--- config.mk ---
export PLATFORM = sky130hd
export DESIGN_NAME = wtm_debounce
export DESIGN_NICKNAME = d
export VERILOG_FILES = /design/src/rtl/wtm_debounce_pkg.sv /design/src/rtl/wtm_debounce_sigsync.sv /design/src/rtl/wtm_debounce.sv
export SDC_FILE = /design/constraint.sdc
export NUM_CORES = 1
export LEC_CHECK = 0
export CAP_MARGIN = 10
export CORE_MARGIN = 3
export CORE_UTILIZATION = 45
export CTS_BUF_LIST = sky130_fd_sc_hd__clkbuf_4
export DETAILED_ROUTE_END_ITERATION = 12
export PLACE_DENSITY = 0.72
export SLEW_MARGIN = 0
export SYNTH_ARGS = -nofsm -noshare
export SYNTH_HDL_FRONTEND = slang
export SYNTH_SLANG_ARGS = --single-unit
export TNS_END_PERCENT = 5
--- constraint.sdc ---
create_clock -name clock -period 1.5 [get_ports clock]
set_input_delay 0.15 -clock clock [delete_from_list [all_inputs] [get_ports clock]]
set_output_delay 0.15 -clock clock [all_outputs]
set_load 0.005 [all_outputs]
--- src/rtl/wtm_debounce_pkg.sv ---
// wtm_debounce_pkg: shared constants and helpers for the debouncer
package wtm_debounce_pkg;

    localparam logic [7:0] GLITCH_MAX = 8'd255;

    function automatic logic [7:0] sat_inc8(input logic [7:0] v);
        return (v == GLITCH_MAX) ? v : v + 8'd1;
    endfunction

endpackage

--- src/rtl/wtm_debounce_sigsync.sv ---
// wtm_sigSync: multi-flop synchronizer for a single asynchronous level
module wtm_sigSync #(
    parameter int WIDTH = 2
) (
    input  logic clock,
    input  logic rst_n,
    input  logic i_d,
    output logic o_q
);

    logic [WIDTH-1:0] r_sync;

    always_ff @(posedge clock or negedge rst_n) begin
        if (!rst_n) r_sync <= '0;
        else        r_sync <= {r_sync[WIDTH-2:0], i_d};
    end

    assign o_q = r_sync[WIDTH-1];

endmodule

--- src/rtl/wtm_debounce.sv ---
// wtm_debounce: synchronizes and debounces a raw level, flags edges and counts rejected bounces
module wtm_debounce
    import wtm_debounce_pkg::*;
#(
    parameter int SYNC_STAGES     = 2,
    parameter int DEBOUNCE_CYCLES = 16
) (
    input  logic       clock,
    input  logic       rst_n,
    input  logic       sig_in,
    input  logic       glitch_clr,
    output logic       level_out,
    output logic       rise_pulse,
    output logic       fall_pulse,
    output logic [7:0] glitch_count
);

    localparam int CW = $clog2(DEBOUNCE_CYCLES);
    localparam logic [CW-1:0] CNT_LAST = CW'(DEBOUNCE_CYCLES - 1);
    localparam logic [CW-1:0] CNT_ONE  = CW'(1);

    localparam logic [1:0] STABLE_LOW  = 2'd0;
    localparam logic [1:0] CHK_HIGH    = 2'd1;
    localparam logic [1:0] STABLE_HIGH = 2'd2;
    localparam logic [1:0] CHK_LOW     = 2'd3;

    logic          w_s;
    logic          w_glitch;
    logic [1:0]    r_state;
    logic [CW-1:0] r_cnt;
    logic          r_level;
    logic          r_rise;
    logic          r_fall;
    logic [7:0]    r_gcnt;

    wtm_sigSync #(.WIDTH(SYNC_STAGES)) u_sync (
        .clock (clock),
        .rst_n (rst_n),
        .i_d   (sig_in),
        .o_q   (w_s)
    );

    // A check aborted by the synchronized input falling back is a rejected transition
    assign w_glitch = (r_state == CHK_HIGH && !w_s) || (r_state == CHK_LOW && w_s);

    always_ff @(posedge clock or negedge rst_n) begin
        if (!rst_n) begin
            r_state <= STABLE_LOW;
            r_cnt   <= '0;
            r_level <= 1'b0;
            r_rise  <= 1'b0;
            r_fall  <= 1'b0;
            r_gcnt  <= '0;
        end else begin
            r_rise <= 1'b0;
            r_fall <= 1'b0;
            r_gcnt <= glitch_clr ? 8'd0 : w_glitch ? sat_inc8(r_gcnt) : r_gcnt;
            case (r_state)
                STABLE_LOW: if (w_s) begin
                    r_state <= CHK_HIGH;
                    r_cnt   <= CNT_ONE;
                end
                CHK_HIGH: if (!w_s) begin
                    r_state <= STABLE_LOW;
                    r_cnt   <= '0;
                end else if (r_cnt == CNT_LAST) begin
                    r_state <= STABLE_HIGH;
                    r_level <= 1'b1;
                    r_rise  <= 1'b1;
                    r_cnt   <= '0;
                end else begin
                    r_cnt <= r_cnt + CNT_ONE;
                end
                STABLE_HIGH: if (!w_s) begin
                    r_state <= CHK_LOW;
                    r_cnt   <= CNT_ONE;
                end
                CHK_LOW: if (w_s) begin
                    r_state <= STABLE_HIGH;
                    r_cnt   <= '0;
                end else if (r_cnt == CNT_LAST) begin
                    r_state <= STABLE_LOW;
                    r_level <= 1'b0;
                    r_fall  <= 1'b1;
                    r_cnt   <= '0;
                end else begin
                    r_cnt <= r_cnt + CNT_ONE;
                end
                default: begin
                    r_state <= STABLE_LOW;
                    r_cnt   <= '0;
                end
            endcase
        end
    end

    assign level_out    = r_level;
    assign rise_pulse   = r_rise;
    assign fall_pulse   = r_fall;
    assign glitch_count = r_gcnt;

endmodule

# --- After elaboration in Yosys (flattened, before gate mapping) ---
# Cells that the tools add are included.
totals:
  elab_cells: 60
  inputBits: 4
  regBits: 19
classes:
  muxes: 26
  add_sub_neg: 2
  n_eq_ne: 14
  reduce_logical: 11
ops:
  columns: ["operator", "n"]
  rows:
  - ["$mux 8", 3]
  - ["$mux 4", 5]
  - ["$pmux 4 s4", 1]
  - ["$mux 2", 6]
  - ["$mux 1", 9]
  - ["$add 8x1->8 const B", 1]
  - ["$eq 8x8->1 const B", 1]
  - ["$ne 2x1->1 const B", 4]
  - ["$pmux 2 s4", 1]
  - ["$ne 2x2->1 const B", 3]
  - ["$reduce_and 5->1", 1]
  - ["$add 4x1->4 const B", 1]
  - ["$eq 2x2->1 const B", 2]
  - ["$eq 4x4->1 const B", 1]
  - ["$reduce_and 2->1", 2]
  - ["$reduce_and 4->1", 1]
  - ["$reduce_bool 2->1", 2]
  - ["$ne 3x1->1 const B", 1]
  - ["$ne 3x3->1 const B", 1]
  - ["$eq 2x1->1 const B", 1]
  - ["$logic_and 1x1->1", 2]
  - ["$logic_not 2->1", 1]
  - ["$pmux 1 s2", 1]
  - ["$logic_not 1->1", 1]
  - ["$logic_or 1x1->1", 1]

# --- Logic depth before layout (Yosys ltp) ---
depth:
  word_depth: 5
  depth_mapped: 5
  ltp_nobuf: 5

# --- Modules after synthesis ---
# Synthesis repeated with hierarchy kept, for this count alone.
hier_totals:
  cells_unflattened: 85
  hier_area_um2: 875.8
by_module_without_submodules:
  columns: ["module", "area_per_inst_um2", "n_inst", "cells_each", "seq_area_each_um2"]
  rows:
  - ["wtm_debounce", 825.8, 1, 83, 425.4]
  - ["wtm_sigSync", 50.0, 1, 2, 50.0]

# --- Least setup slack after synthesis ---
# Ideal clock, no wire load.
synth_path:
  kind: "register -> register"
  from: "register (tool-made name)"
  to: "register r_gcnt[6] (netlist: glitch_count[6])"
  stages_incl_launch_ff: 6
  t_arrival_ps: 1259
  path_slack_ps: 147
  synth_period_minus_slack_ps: 1353
  required_time_ps: 1406
  cell_sequence: "dfrtp_1 > xor2_1 > buf_6 > nor4_4 > nor2_1 > a211oi_1"
synth_lines:
  columns: ["element", "line", "rtl"]
  rows:
  - ["end signal: assignment", "wtm_debounce.sv:57", "r_gcnt <= glitch_clr ? 8'd0 : w_glitch ? sat_inc8(r_gcnt) : r_gcnt;"]
  - ["end: declaration", "wtm_debounce.sv:34", "logic [7:0] r_gcnt;"]

==> flow_summary.yaml <==
detailed_routing:
  drc: 0
  via_per_inst: 5.38
  ant_nets: 0
  first_pass_iters: 4
  drtIter0Drc: 21
  wl_per_cell_um: 14.8
  routed_wl_um: 2120
  vias: 769
timing:
  finalHoldViolCount: 0
  worst_pin_slew_ns: 0.350
  fin_crit_sh: 0.989
  min_period_ns: 1.48
  rsz0062_at_grt: "yes"
  whs_ns: 0.175
  slew-limit-headroom: 0.766
  max_freq_mhz: 674
  skew_ns: 0.00646
  setup_slack_ns: 0.0164
  slew_violations: 0
  setup_viol: 0
synth:
  ys_ff_latch: 19
  yosys.cell_types.count: 30
  ys.flop_type: "dfrtp_1"
  avgSynthCellArea_um2: 10.4
  netlist_instances: 90
  synth-async-reset-ratio: 1.00
  synth_fp_nets: 96
  synth_edf_count: 0
  synthesis.area_um2: 932
  yosysSeqAreaShare: 0.510
  yosys_warnings: 0
grt:
  grt_pass1_vias: 734
  grt_max_degree: 20
  overflow: 0
  grt_pass1_wl_um: 3280
  antenna_found_initial: 0
  grt_usage: 0.166
placed_design:
  dp_hpwl_um: 1380
  portBuffers: 14
  dp_cells: 135
  dp_slack_ns: -0.0425
  gp_congestion: 0.819
cts:
  cts_root_buf: "clkbuf_4"
  cts_max_path_buffers: 2
  cts_num_sinks: 19
  clk_pin_slew_ns: 0.12
  h-tree-depth: 1
  cts_tree: "built"
  numCtsBuffers: 3
  insertion_delay_ns: 0.29
worst_setup_path:
  critPathKind: "register to register"
  cp.required_ns: 1.70
  start_kind: "register"
  cp_max_fo: 4
  cp_data_arrival_time_ns: 1.69
  endpoint_kind: "register"
cells_and_area:
  final_cells: 143
  n_fill_cell: 159
  layout_common_cells: "18 x dfrtp_1, 12 x buf_4, 11 x clkdlybuf4s50_1"
  layout-drive-gt1-share: 0.203
  final_common_cell: "dfrtp_1"
  areaGrowthSynthToFinish_pct: 33.3
  fin_util: 0.676
  antennaDiodeCount: 0
  seq_area_um2: 477
  final_nets: 125
  multi_input_area_um2: 448
die:
  fp-row-count: 15
  initial_utilization: 0.507
  die_area_um2: 2650
  ios: 15
  core_region_area_um2: 1840
  die_w_um: 51.5
  dieHeight_um: 51.5
run:
  maxCapViolCount: 0
power_and_ir_drop:
  p_leak_uw: 0.000595
  peakVddDrop_mv: 0.734
  power_density_nw_per_um2: 730
outcome:
  status: "completed"
worst_hold_path:
  hold_path.class: "input pin to async pin"
-- cell usage after synthesis (2+ instances only) --
| cell | number | share of area |
|---|---|---|
| nor2_1 | 8 | 0.032 |
| nor2b_1 | 2 | 0.013 |
| nor3_1 | 2 | 0.011 |
| ha_1 | 2 | 0.027 |
| nor3b_1 | 2 | 0.016 |
| and4_1 | 2 | 0.019 |
| nand4_1 | 3 | 0.020 |
| a31oi_1 | 2 | 0.013 |
| inv_1 | 2 | 0.0081 |
| dfrtp_1 | 19 | 0.51 |
| o21ai_0 | 5 | 0.027 |
| xor2_1 | 3 | 0.028 |
| nand2_1 | 7 | 0.028 |
| nor4_4 | 2 | 0.046 |
| a211oi_1 | 3 | 0.024 |
| a21oi_1 | 6 | 0.032 |
| nand3_1 | 7 | 0.038 |
-- flip-flops by register name, indices dropped and copies added, names as in the netlist, named ones only --
register	flops
fall_pulse	1
glitch_count	8
level_out	1
r_cnt	4
r_state	1
rise_pulse	1
u_sync.r_sync	2
-- per-stage QoR --
stage | total power (uW) | instance area [um^2] | setup TNS [ns]
2_1_floorplan | 600 | 932 | 0
3_3_place_gp | 637 | 1150 | 0
3_5_place_dp | 641 | 1150 | -0.0425
4_1_cts | 905 | 1200 | 0
5_1_grt | 954 | 1240 | -0.0729
6_report | 907 | 1240 | 0
-- area by class of cell --
cell class / count / area share
inverter: 2 / 0.00604
multi-input combinational: 66 / 0.361
clock inverter: 1 / 0.00604
timing repair buffer: 27 / 0.200
sequential: 19 / 0.384
tap: 25 / 0.0252
clock buffer: 3 / 0.0181
-- where the power goes --
| part | internal [uW] | switching [uW] |
|---|---|---|
| combinational | 41.4 | 49.2 |
| clock | 101 | 169 |
| sequential | 529 | 17.4 |
-- metal layers --
metal  vias to the layer above  track usage  part of all wire
met1                       363        0.228              0.49
met4                         0       0.0655             0.020
met2                        14        0.265              0.46
met5                         -            0                 0
met3                         4       0.0258             0.024
li1                        388            -                 -
-- final timing paths --
path                                       startpoint                          end  slack [ns]  cells after the start
max in group asynchronous                       rst_n  glitch_count[2]$_DFFE_PN0P_        1.10                      2
min                                             rst_n         fall_pulse$_DFF_PN0_        0.18                      2
min reg2reg                u_sync.r_sync[0]$_DFF_PN0_   u_sync.r_sync[1]$_DFF_PN0_        0.37                      0
max reg2reg                                  register  glitch_count[6]$_DFFE_PN0P_        0.02                      5
max                                          register  glitch_count[6]$_DFFE_PN0P_        0.02                      5
min in group clock                             sig_in   u_sync.r_sync[0]$_DFF_PN0_        0.28                      1
-- repair_timing --
item | CTS | global route
hold buffers | 0 | 0
buffers inserted | 2 | 2
pin swaps | 0 | 1
setup endpoints to repair | 1 | 8
resized for setup | 0 | 8
-- logic make-up after synthesis --
logic type | synth area share
and+or+nand+nor | 0.247
xor gates and xnor gates | 0.0376
buffers and inverters | 0.0282
adders and majority gates | 0.0268
DFF | 0.510
AOI/OAI and AO/OA | 0.140
muxes | 0.0107
-- worst max-delay path, cell delays in order (launching register included) --
cell and delay (ns):
dfrtp_1 0.41, xor2_1 0.21, buf_4 0.18, nor4_4 0.32
nor2_1 0.09, a211oi_2 0.18
(Power assumes the default switching activity.)
==> patch (config.mk and constraints unchanged) <==
Set the package constant `GLITCH_MAX` to 8'd127 (it was 8'd255).
--- a/src/rtl/wtm_debounce_pkg.sv
+++ b/src/rtl/wtm_debounce_pkg.sv
@@ -3,3 +3,3 @@
 
-    localparam logic [7:0] GLITCH_MAX = 8'd255;
+    localparam logic [7:0] GLITCH_MAX = 8'd127;
 
Function: same outputs for any inputs over 10 cycles, from zero or initial values and one cycle with rst_n low; that may be too few to reach the edited logic, so the function may still have changed.
==> patch against the original RTL <==
  * The flow now finishes with violations (negative setup slack)
  * Clock power down 2%
  * Maximum frequency decreased by 6.8%
  * Largest power group unchanged
  * Synthesized area shrank 5.8%
  * Core utilization rose by 4.2 points
  * Worst setup slack worse by 0.11 ns
  * Synthesized cell count fell by 13%
  * Design area increased by 3.0%
  * Critical endpoint unchanged
  * Sequential share of layout area fell by 1.0 points
  * Sequential cell count stayed put
  * Count of clock-buffer cells in the layout did not move
  * Power about the same
  * Wire length is 5.7% lower
  * Clock skew about the same
==> patch: results (changes against the original RTL) <==
Slew @ Worst Pin - 0.327 ns (was 0.350 ns)
Post-Syn Nets - 84 (was 96)
CTS clk-pin slew, worst paths - 0.11 ns
Outcome - finished, violations left (was completed)
Max reg flops - 8 (unchanged)
Crit path kind - flip-flop to flip-flop (unchanged)
Inverters - 1 (was 2)
Top delay family on crit path - flip-flops (was simple AND/OR/NAND/NOR gates)
Setup crit end - glitch_count[6] (unchanged)
Critical-path maximum fanout - 5 (was 4)
Signal buffers share of area - 0.233 (was 0.200)
Placed cell count - 131 (was 135)
CP peak stage delay - 0.46 ns (was 0.41 ns)
Fraction of area in multi-input gates - 0.345 (was 0.361)
Multi-input gate count - 57 (was 66)
Largest cells by area after synthesis - dfrtp_1 (54%), a21oi_1 (4.6%), o21ai_0 (4.6%) (was dfrtp_1 (51%), nor4_4 (4.6%), nand3_1 (3.8%))
Pleak - 0.592 nW (was 0.595 nW)
Layout cells sized above 1 - 0.289 (was 0.203)
Distinct cells, synth - 24 (was 30)
Net count, final - 121 (was 125)
Skew-Pair Late Insertion Delay - 0.31 ns (was 0.29 ns)
Vias in the first global route - 761 (was 734)
Dpl ws - -0.103 ns (was -0.0425 ns)
Fillers - 133 (was 159)
Final worst slack - -0.0920 ns (was 0.0164 ns)
Routed vias - 769 (unchanged)
Register area share after synthesis - 0.541 (was 0.510)
Final HPWL DP - 1380 um (about the same)
Clk tree area frac - 0.0215 (was 0.0242)
Reg2Reg Setup Slack - -0.09 ns (was 0.02 ns)
Initial DRC count - 16 (was 21)
GP Congestion - 0.792 (was 0.819)
Area Overhead vs Synth - 45.7% (was 33.3%)
Most instantiated cells after synthesis - dfrtp_1 (19), a21oi_1 (8), o21ai_0 (8) (was dfrtp_1 (19), nor2_1 (8), nand2_1 (7), nand3_1 (7), a21oi_1 (6))
FF/Latch Area - 478 um2 (was 477 um2)
H-Tree Depth - 1 (unchanged)
Mapped Avg Cell Area - 11.3 um2 (was 10.4 um2)
First-pass GRT wire length - 3350 um (was 3280 um)
CP Data Arrival Time - 1.82 ns (was 1.69 ns)
Nonclk buf count - 33 (was 27)
R2r worst-path depth - 4 (was 5)
Failing checks - negative setup slack
Avg WL per Cell - 14.4 um (was 14.8 um)
Final WL - 2000 um (was 2120 um)
Setup TNS - -0.375 ns (was 0 ns)
CP max stage cell - dfrtp_2 (was dfrtp_1)
Switch Pwr - 0.226 mW (was 0.236 mW)
R2R Path Start - u_sync.r_sync[1]
GR Util All Layers - 0.181 (was 0.166)
Final setup vio count - 6 (was 0)
Skew final - 0.00677 ns (was 0.00646 ns)
VDD IR max - 0.000554 V (was 0.000734 V)
Root Buffer - clkbuf_4 (unchanged)
Pin count of the biggest net entering global routing - 20 (unchanged)
Placed inst area - 1160 um2 (was 1150 um2)
Register share of the cell area - 0.373 (was 0.384)
patch: cell count changes after synthesis, sizes merged, moves of 3 or more:
| cell | before | now |
|---|---|---|
| a211oi | 3 | 0 |
| nand3 | 7 | 4 |
| nor2 | 8 | 4 |
| o21ai | 5 | 8 |
| or3 | 0 | 3 |
| or4 | 0 | 3 |
patch: what timing repair did:
| action | 4_1_cts | 5_1_grt |
|---|---|---|
| resized for setup | 5 | 7 |
| gates cloned | 1 | 0 |
| pin swaps | 8 | 4 |
| buffers inserted | 2 | 1 |
| endpoints found under the setup margin | 6 | 15 |
patch: logic make-up after synthesis:
| group | share of synthesized area |
|---|---|
| AOI/OAI and AO/OA | 0.157 |
| muxes | 0.0342 |
| xor gates and xnor gates | 0.0413 |
| DFF | 0.541 |
| adders and majority gates | 0.0285 |
| and+or+nand+nor | 0.177 |
| buffers and inverters | 0.0214 |
patch: worst min path at each step:
stage	end	slack, ns	cells after the start	from
after CTS	r_cnt[1]	0.17	2	rst_n
after global placement	u_sync.r_sync[1]	0.33	0	u_sync.r_sync[0]
final	r_cnt[0]	0.16	2	rst_n
after global routing	r_cnt[3]	0.17	2	rst_n
after detailed placement	u_sync.r_sync[1]	0.34	0	u_sync.r_sync[0]
after floorplan	asynchronous set/reset pin	-0.15	0	rst_n
patch: power groups by stage:
stage | registers [mW] | clock network, mW | logic, mW
after floorplan | 0.550 | 0 | 0.0420
after global placement | 0.548 | 0 | 0.0884
after detailed placement | 0.549 | 0 | 0.0914
after CTS | 0.541 | 0.269 | 0.101
after global routing | 0.545 | 0.301 | 0.112
final | 0.542 | 0.264 | 0.102
patch: metal layers:
metal,track usage,share of wire,vias to the layer above
met2,0.293,0.50,25
met5,0,0,-
met1,0.219,0.43,372
li1,-,-,368
met3,0.0445,0.050,4
met4,0.0968,0.020,0
